## src/rtl/pixel_sum_pkg.sv

```systemverilog
// Shared FSM state type and default image geometry for the pixel sum stream.
package pixel_sum_pkg;

  typedef enum logic [1:0] {
    IDLE,
    ACCUM,
    DONE
  } state_t;

  localparam int IMG_HEIGHT = 28;
  localparam int IMG_LENGTH = 28;

  function automatic int maxInt(input int a, input int b);
    return (a > b) ? a : b;
  endfunction

endpackage

```

## src/rtl/pixel_lane_adder.sv

```systemverilog
// Combinational per-beat lane sum plus the sum of lanes that fall in the left half.
module pixel_lane_adder #(
  parameter int LANES  = 4,
  parameter int PIX_W  = 1,
  parameter int LENGTH = 28,
  parameter int BW     = 3,
  parameter int LW     = 4
) (
  input  logic [LANES*PIX_W-1:0] i_pixels,
  input  logic [BW-1:0]          i_beatIdx,
  output logic [LW-1:0]          o_laneSum,
  output logic [LW-1:0]          o_leftSum
);

  // Lane k sits in column beatIdx*LANES + k; lane 0 is the leftmost column.
  always_comb begin
    o_laneSum = '0;
    o_leftSum = '0;
    for (int k = 0; k < LANES; k++) begin
      o_laneSum = o_laneSum + LW'(i_pixels[k*PIX_W +: PIX_W]);
      if ((int'(i_beatIdx) * LANES + k) < (LENGTH / 2))
        o_leftSum = o_leftSum + LW'(i_pixels[k*PIX_W +: PIX_W]);
    end
  end

endmodule

```

## src/rtl/pixel_sum_stream.sv

```systemverilog
// Streams HEIGHT x LENGTH frames LANES pixels per beat and reports whole/left-half sums.
// Optional per-row sums are enabled with the PIXEL_SUM_ROW_SUMS_EN macro.
module pixel_sum_stream
  import pixel_sum_pkg::*;
#(
  parameter int HEIGHT = IMG_HEIGHT,
  parameter int LENGTH = IMG_LENGTH,
  parameter int PIX_W  = 1,
  parameter int LANES  = 4,
  parameter int SUM_W  = 32
) (
  input  logic                   clk,
  input  logic                   rst,
  input  logic                   in_valid,
  output logic                   in_ready,
  input  logic [LANES*PIX_W-1:0] in_pixels,
  output logic                   out_valid,
  input  logic                   out_ready,
  output logic [SUM_W-1:0]       sum,
  output logic [SUM_W-1:0]       sum_left,
  output logic                   overflow
`ifdef PIXEL_SUM_ROW_SUMS_EN
  ,
  output logic                   row_valid,
  output logic [SUM_W-1:0]       row_sum
`endif
);

  localparam int BPR = LENGTH / LANES;
  localparam int BW  = (BPR > 1) ? $clog2(BPR) : 1;
  localparam int RW  = (HEIGHT > 1) ? $clog2(HEIGHT) : 1;
  localparam int LW  = PIX_W + $clog2(LANES + 1);
  localparam int EW  = maxInt(LW, SUM_W) + 1;

  state_t           r_state;
  state_t           w_next;
  logic [BW-1:0]    r_beat;
  logic [RW-1:0]    r_row;
  logic [SUM_W-1:0] r_sum;
  logic [SUM_W-1:0] r_sumLeft;
  logic             r_overflow;
  logic             w_accept;
  logic             w_handshake;
  logic             w_rowEnd;
  logic             w_lastBeat;
  logic [LW-1:0]    w_laneSum;
  logic [LW-1:0]    w_leftSum;
  logic [SUM_W-1:0] w_sumBase;
  logic [SUM_W-1:0] w_leftBase;
  logic             w_ovfBase;
  logic [EW-1:0]    w_sumExt;
  logic [EW-1:0]    w_leftExt;
  logic             w_carry;

  pixel_lane_adder #(
    .LANES (LANES),
    .PIX_W (PIX_W),
    .LENGTH(LENGTH),
    .BW    (BW),
    .LW    (LW)
  ) u_laneAdder (
    .i_pixels (in_pixels),
    .i_beatIdx(r_beat),
    .o_laneSum(w_laneSum),
    .o_leftSum(w_leftSum)
  );

  // Ready drops combinationally with reset so nothing is taken while it is held.
  assign in_ready    = ~rst & (r_state != DONE);
  assign out_valid   = (r_state == DONE);
  assign w_accept    = in_valid & in_ready;
  assign w_handshake = (r_state == DONE) & out_ready;
  assign w_rowEnd    = (r_beat == BW'(BPR - 1));
  assign w_lastBeat  = w_rowEnd & (r_row == RW'(HEIGHT - 1));

  assign w_sumBase  = (r_state == IDLE) ? '0 : r_sum;
  assign w_leftBase = (r_state == IDLE) ? '0 : r_sumLeft;
  assign w_ovfBase  = (r_state == IDLE) ? 1'b0 : r_overflow;
  assign w_sumExt   = EW'(w_sumBase) + EW'(w_laneSum);
  assign w_leftExt  = EW'(w_leftBase) + EW'(w_leftSum);
  assign w_carry    = (|w_sumExt[EW-1:SUM_W]) | (|w_leftExt[EW-1:SUM_W]);

  assign sum      = r_sum;
  assign sum_left = r_sumLeft;
  assign overflow = r_overflow;

  always_ff @(posedge clk or posedge rst) begin
    if (rst) r_state <= IDLE;
    else     r_state <= w_next;
  end

  always_comb begin
    w_next = r_state;
    case (r_state)
      IDLE:    if (w_accept) w_next = w_lastBeat ? DONE : ACCUM;
      ACCUM:   if (w_accept && w_lastBeat) w_next = DONE;
      DONE:    if (out_ready) w_next = IDLE;
      default: w_next = IDLE;
    endcase
  end

  always_ff @(posedge clk or posedge rst) begin
    if (rst) begin
      r_beat     <= '0;
      r_row      <= '0;
      r_sum      <= '0;
      r_sumLeft  <= '0;
      r_overflow <= 1'b0;
    end else if (w_handshake) begin
      r_beat     <= '0;
      r_row      <= '0;
      r_sum      <= '0;
      r_sumLeft  <= '0;
      r_overflow <= 1'b0;
    end else if (w_accept) begin
      r_sum      <= w_sumExt[SUM_W-1:0];
      r_sumLeft  <= w_leftExt[SUM_W-1:0];
      r_overflow <= w_ovfBase | w_carry;
      if (w_rowEnd) begin
        r_beat <= '0;
        r_row  <= w_lastBeat ? '0 : r_row + 1'b1;
      end else begin
        r_beat <= r_beat + 1'b1;
      end
    end
  end

`ifdef PIXEL_SUM_ROW_SUMS_EN
  logic [SUM_W-1:0] r_rowAcc;
  logic [SUM_W-1:0] w_rowNext;

  assign w_rowNext = r_rowAcc + SUM_W'(w_laneSum);

  // Row result is published the cycle after its last beat, with no backpressure.
  always_ff @(posedge clk or posedge rst) begin
    if (rst) begin
      r_rowAcc  <= '0;
      row_valid <= 1'b0;
      row_sum   <= '0;
    end else begin
      row_valid <= 1'b0;
      if (w_handshake) begin
        r_rowAcc <= '0;
      end else if (w_accept) begin
        if (w_rowEnd) begin
          row_valid <= 1'b1;
          row_sum   <= w_rowNext;
          r_rowAcc  <= '0;
        end else begin
          r_rowAcc <= w_rowNext;
        end
      end
    end
  end
`endif

endmodule

```

## config.mk

```make
export PLATFORM = sky130hd
export DESIGN_NAME = pixel_sum_stream
export DESIGN_NICKNAME = d
export VERILOG_FILES = /design/src/rtl/pixel_sum_pkg.sv /design/src/rtl/pixel_lane_adder.sv /design/src/rtl/pixel_sum_stream.sv
export SDC_FILE = /design/constraint.sdc
export NUM_CORES = 1
export LEC_CHECK = 0
export ABC_AREA = 1
export CAP_MARGIN = 20
export CORE_MARGIN = 5
export CORE_UTILIZATION = 30
export CTS_CLUSTER_DIAMETER = 100
export DETAILED_ROUTE_END_ITERATION = 6
export PLACE_DENSITY = 0.55
export RECOVER_POWER = 100
export SLEW_MARGIN = 20
export SYNTH_ARGS = -nofsm -noshare
export SYNTH_HDL_FRONTEND = slang
export SYNTH_SLANG_ARGS = --single-unit
```

## constraint.sdc

```tcl
create_clock -name clk -period 7.6 [get_ports clk]
set_clock_uncertainty 0.2 [all_clocks]
set_input_delay 1.52 -clock clk [delete_from_list [all_inputs] [get_ports clk]]
set_output_delay 1.52 -clock clk [all_outputs]
set_load 0.005 [all_outputs]
```

## Word level (Yosys, flattened, before mapping)

Index checks and enable logic that the tools add are counted.

| cells by class | value |
|---|---|
| add/subtract/negate cells | 13 |
| divide/modulo/power cells | 0 |
| shift-type cells | 0 |
| multiply operators | 0 |
| $lt $le $gt $ge | 4 |
| bitwise gates (word level) | 7 |
| eq/ne operators | 8 |
| reductions and logical operators | 6 |
| mux-type cells | 25 |

Operators by type and width:

| cell | count |
|---|---|
| $mux W32 | 6 |
| $lt A32 B5 Y1 const B | 3 |
| $add A32 B4 Y33 | 2 |
| $mux W5 | 4 |
| $add A4 B1 Y4 | 4 |
| $add A5 B2 Y6 const B | 2 |
| $mux W4 | 3 |
| $mux W3 | 3 |
| $mux W2 | 4 |
| $add A5 B1 Y6 const B | 1 |
| $ne A2 B2 Y1 const B | 3 |
| $pmux W2 S3 | 1 |
| $add A5 B1 Y5 const B | 1 |
| $eq A5 B5 Y1 const B | 1 |
| $lt A5 B4 Y1 const B | 1 |
| $add A1 B1 Y2 | 2 |
| $and A1 B1 Y1 | 4 |
| $mux W1 | 4 |
| $reduce_bool A2 Y1 | 2 |
| $add A3 B1 Y3 const B | 1 |
| $eq A3 B3 Y1 const B | 1 |
| $reduce_and A3 Y1 | 1 |
| $eq A2 B1 Y1 const B | 1 |
| $eq A2 B2 Y1 const B | 1 |
| 6 further kinds | 7 |

| word-level totals | value |
|---|---|
| memories | 0 |
| bits in writable memories | 0 |
| bits in read-only memories | 0 |
| bits in latches | 0 |
| output and inout port bits | 67 |
| logic and storage cells | 69 |
| bits of input ports | 8 |
| flip-flop bits (word level) | 75 |

## Logic depth before layout (Yosys ltp)

| logic depth | value |
|---|---|
| depth in word-level cells | 13 |
| depth in mapped cells | 26 |
| mapped depth without buffers | 26 |

## Modules after synthesis

Synthesis repeated with hierarchy kept, for this count alone.

| unflattened totals | value |
|---|---|
| cells, all modules | 924 |
| area total of the unflattened synthesis | 5760.5 um^2 |

Modules (own cells, without submodules):

| module | sequential area each (um^2) | cells each | area an instance (um^2) | times used |
|---|---|---|---|---|
| pixel_sum_stream | 1876.8 | 882 | 5504.0 | 1 |
| pixel_lane_adder | 0.0 | 42 | 256.5 | 1 |

## Least setup slack after synthesis

Ideal clock, no wire load.

| timing path | value |
|---|---|
| path kind | in2reg |
| from | input in_pixels[0] |
| to | register r_sumLeft[30] (netlist: sum_left[30]) |
| path slack | 2820 ps |
| arrival time | 4463 ps |
| stages | 26 |
| path buffers | 0 |
| library setup time | 117 ps |
| required time | 7283 ps |
| path through | inv_1 nor2_1 ha_1 inv_1 nor2_1 ha_1 nor2_1 nor2_1 ha_1 ha_1 inv_1 o21ai_0 inv_1 fa_1 inv_1 nand2_1 nand2_1 o21ai_0 nor2_4 inv_1 nor2_4 nand2_1 nand2_1 nand2_1 nand2_1 nand2_1 |

| between the ends | value |
|---|---|
| cells in the longest elaborated chain, start to end | 10 |

RTL lines:

| element | RTL line | text |
|---|---|---|
| start, declared | pixel_sum_stream.sv:16 | `input logic [LANES*PIX_W-1:0] in_pixels,` |
| $mux W1 * | pixel_lane_adder.sv:21 | `if ((int'(i_beatIdx) * LANES + k) < (LENGTH / 2))` |
| $add A1 B1 Y2 | pixel_lane_adder.sv:22 | `o_leftSum = o_leftSum + LW'(i_pixels[k*PIX_W +: PIX_W]);` |
| $mux W4 * | pixel_lane_adder.sv:21 |  |
| $add A4 B1 Y4 | pixel_lane_adder.sv:22 |  |
| $mux W4 * | pixel_lane_adder.sv:21 |  |
| $add A4 B1 Y4 | pixel_lane_adder.sv:22 |  |
| $mux W4 * | pixel_lane_adder.sv:21 |  |
| $add A32 B4 Y33 * | pixel_sum_stream.sv:80 | `assign w_leftExt = EW'(w_leftBase) + EW'(w_leftSum);` |
| $mux W32 * | pixel_sum_stream.sv:115 | `end else if (w_accept) begin` |
| $mux W32 * | pixel_sum_stream.sv:109 | `end else if (w_handshake) begin` |
| end signal, assigned | pixel_sum_stream.sv:117 | `r_sumLeft <= w_leftExt[SUM_W-1:0];` |
| end, declared | pixel_sum_stream.sv:40 | `logic [SUM_W-1:0] r_sumLeft;` |

Mark *: on every way between the ends. The rest lies on a longest branch, timed or not. The select of a mux whose other input is x is not followed.
A chain may end at the register's enable or synchronous reset.

## Final worst setup path

| timing path | value |
|---|---|
| from | input rst |
| to | register r_row[0] |

| between the ends | value |
|---|---|
| cells in the longest elaborated chain, start to end | 5 |

RTL lines:

| element | RTL line | text |
|---|---|---|
| start, declared | pixel_sum_stream.sv:13 | `input logic rst,` |
| $not A1 Y1 | pixel_sum_stream.sv:69 | `assign in_ready = ~rst & (r_state != DONE);` |
| $and A1 B1 Y1 | pixel_sum_stream.sv:69 |  |
| $and A1 B1 Y1 | pixel_sum_stream.sv:71 | `assign w_accept = in_valid & in_ready;` |
| $reduce_bool A2 Y1 (no line) | n/a |  |
| $reduce_and A2 Y1 (no line) | n/a |  |
| end signal, assigned | pixel_sum_stream.sv:121 | `r_row <= w_lastBeat ? '0 : r_row + 1'b1;` |
| end, declared | pixel_sum_stream.sv:38 | `logic [RW-1:0] r_row;` |

Every way passes these cells.

==> metrics.csv <==
stage;metric;value;unit
run_status;failing checks;capacitance limit, slew limit;
placed_design;RePlAce Congestion;0.858;
yosys;leading area contributor after synthesis;dfrtp_1;
power_and_ir_drop;VDD IR max;0.000104;V
global_route;first-pass GRT wire length;28800;um
yosys;synth warn;0;
global_route;Total GRT Usage;16.0;%
die;die height;150;um
setup_path;RR Endpoint;r_row[0];
die;# rows;51;
yosys;syn nets;943;
clock_network;H-Tree Level Count;3;
worst_hold_path;min-delay src;sum[31];
clock_network;CTS Buf Count;9;
sta;Setup TNS;0;ns
sta;final hold vios;0;
route;drt drc;0;
clock_network;hold buffers post-CTS;0;
power_and_ir_drop;pwr dens;218;nW/um^2
sta;Tmin final;5.84;ns
clock_network;clk root buf;clkbuf_16;
route;mean routed wirelength per cell;13.7;um
yosys;ys flop type;dfrtp_1;
route;number of DRC markers in iteration 0;336;
route;vias;5816;
cells_and_area;# diodes;0;
cells_and_area;Post-layout nets;1008;
die;Initial Utilization;30.4;%
yosys;Syn Inst Count;916;
yosys;Synth cell types;30;
yosys;synthesized flop and latch total;75;
die;Core ar.;19400;um^2
die;num ports;75;
route;routed vias/inst;4.66;
yosys;post-synth top area share;31.9;%
route;final wirelength;17100;um
yosys;Syn Area/Cell;6.43;um^2
yosys;asr flop ratio synth;100;%
flow_run;MaxCap Viol Count;1;
cells_and_area;post-route cell area;7030;um^2
clock_network;Max clock buf depth;2;
sta;fin. max-slew vios;28;
yosys;area of the mapped netlist;5890;um^2
worst_hold_path;min-delay worst type;register to register;
global_route;GRT overflow;0;
setup_path;required time worst endpoint;7.65;ns
yosys;count of flip-flops with a built-in enable after synthesis;0;
route;Final ANT Viol Nets;0;
die;die area;22500;um^2
global_route;initial antenna violation count;0;
setup_path;CP Class;input pin to register;
die;die width;150;um
cells_and_area;most common cell after layout, fill and taps aside;nand2_1;
cells_and_area;final core utilization;36.2;%
yosys;top cells by area, synth;dfrtp_1 32%, nand2_1 17%, inv_1 8.5%, nor2_1 8.0%, nand3_1 7.9%;
setup_path;Worst Setup Start Kind;input pin;
global_route;vias in the first global route;5680;
worst_hold_path;Hold Crit Endpoint;sum[31];
sta;RSZ-0062 raised after global routing;no;
cells_and_area;Area Overhead vs Synth;19.3;%
clock_network;Post-CTS Setup Inserts;0;
clock_network;Sink Count;75;
sta;slew margin rel.;-1.58;%
setup_path;crit end category;register;
sta;fmax;171;MHz
cells_and_area;multi-input logic area;3290;um^2
clock_network;CTS resizes;0;
power_and_ir_drop;LEAKAGE;0.00322;uW
sta;Final period util;76.9;%
power_and_ir_drop;Tot Pwr;1530;uW
sta;final setup violation count;0;
placed_design;DP Area;6820;um^2
cells_and_area;layout cell share with drive strength beyond 1;6.52;%
sta;Slew @ Worst Pin;1.52;ns
placed_design;port bufs;74;
cells_and_area;fillcell total;2125;
route;First-pass DRT Iterations;5;
setup_path;setup slack, reg-to-reg;2.86;ns
setup_path;RR Startpoint;r_state[0];
setup_path;WP data arrival;5.90;ns
worst_hold_path;hold path cells;2;
yosys;sequential share of the synthesized area;31.9;%
setup_path;CP max FO;38;
global_route;pin count of the biggest net entering global routing;61;
clock_network;CTS tree;built;
run_status;status;finished, violations left;
setup_path;R2R cell count;10;
cells_and_area;register area;1880;um^2
clock_network;clk slew on worst S/H paths;0.06;ns
cells_and_area;most frequent cells in the layout;278 x nand2_1, 135 x inv_1, 131 x nor2_1;
sta;WHS;0.301;ns
placed_design;dpl hpwl;12500;um
clock_network;worst-skew pair later-pin latency;0.34;ns
power breakdown:
part,internal (uW),leakage [uW],switching [uW]
registers,475,0.00101,78.1
logic,231,0.00208,350
clock network,232,0.000126,167
per-layer routing:
metal	routed length (um)	GRT usage [%]	share of wire, %	vias to the layer above
li1	-	-	-	3015
met1	8170	21.3	48	2667
met2	7890	26.4	46	115
met3	715	2.56	4.2	19
met4	348	5.44	2.0	0
met5	0	0	0	-
registers in the layout, indices dropped and copies added (netlist names):
register and flops:
sum 32, r_state 2, r_beat 3, sum_left 32, overflow 1, r_row 5
Yosys cell counts, drive strengths merged (5+ instances only):
master,count
nand4,6
nand2,286
nand3b,5
ha,16
a21oi,14
inv,136
nand3,93
buf,19
o22ai,11
nor2,173
dfrtp,75
o21ai,61
critical path, stage by stage:
cell	delay (ns)
dlygate4sd3_1	0.59
nor2_4	0.12
nand2_1	0.45
nand2_1	1.23
inv_1	1.06
nor2_1	0.57
nand3_1	0.16
o21ai_0	0.19
layout make-up:
type                    instances  area share [%]
multi-input cells             682            46.9
flip-flops and latches         75            26.7
clock buffers                  12            3.65
repair buffers                 77            10.8
inverters                     136            7.28
well taps                     265            4.72
stage by stage:
stage	cells	setup slack, ns
2_1_floorplan	916	2.82
3_3_place_gp	1235	2.09
3_5_place_dp	1235	2.01
4_1_cts	1247	2.37
5_1_grt	1247	1.35
6_report	1247	1.76
cell families after synthesis:
logic type,synth area share [%]
AND/OR/NAND/NOR,42.9
buffers and inverters,11.7
AO/OA/AOI/OAI,8.31
flip-flops,31.9
adder cells (fa/ha/maj),4.42
XOR/XNOR,0.892
worst max-delay path by stage:
stage                      start           end  slack, ns  depth (start not counted)
floorplan           in_pixels[0]  sum_left[30]       2.82                         26
global placement    in_pixels[0]  sum_left[30]       2.09                         27
detailed placement  in_pixels[0]  sum_left[20]       2.01                         25
CTS                 in_pixels[0]  sum_left[20]       2.37                         25
global route                 rst      r_row[0]       1.35                          8
finish                       rst      r_row[0]       1.76                          8
Power figures use the tool's default switching activity.
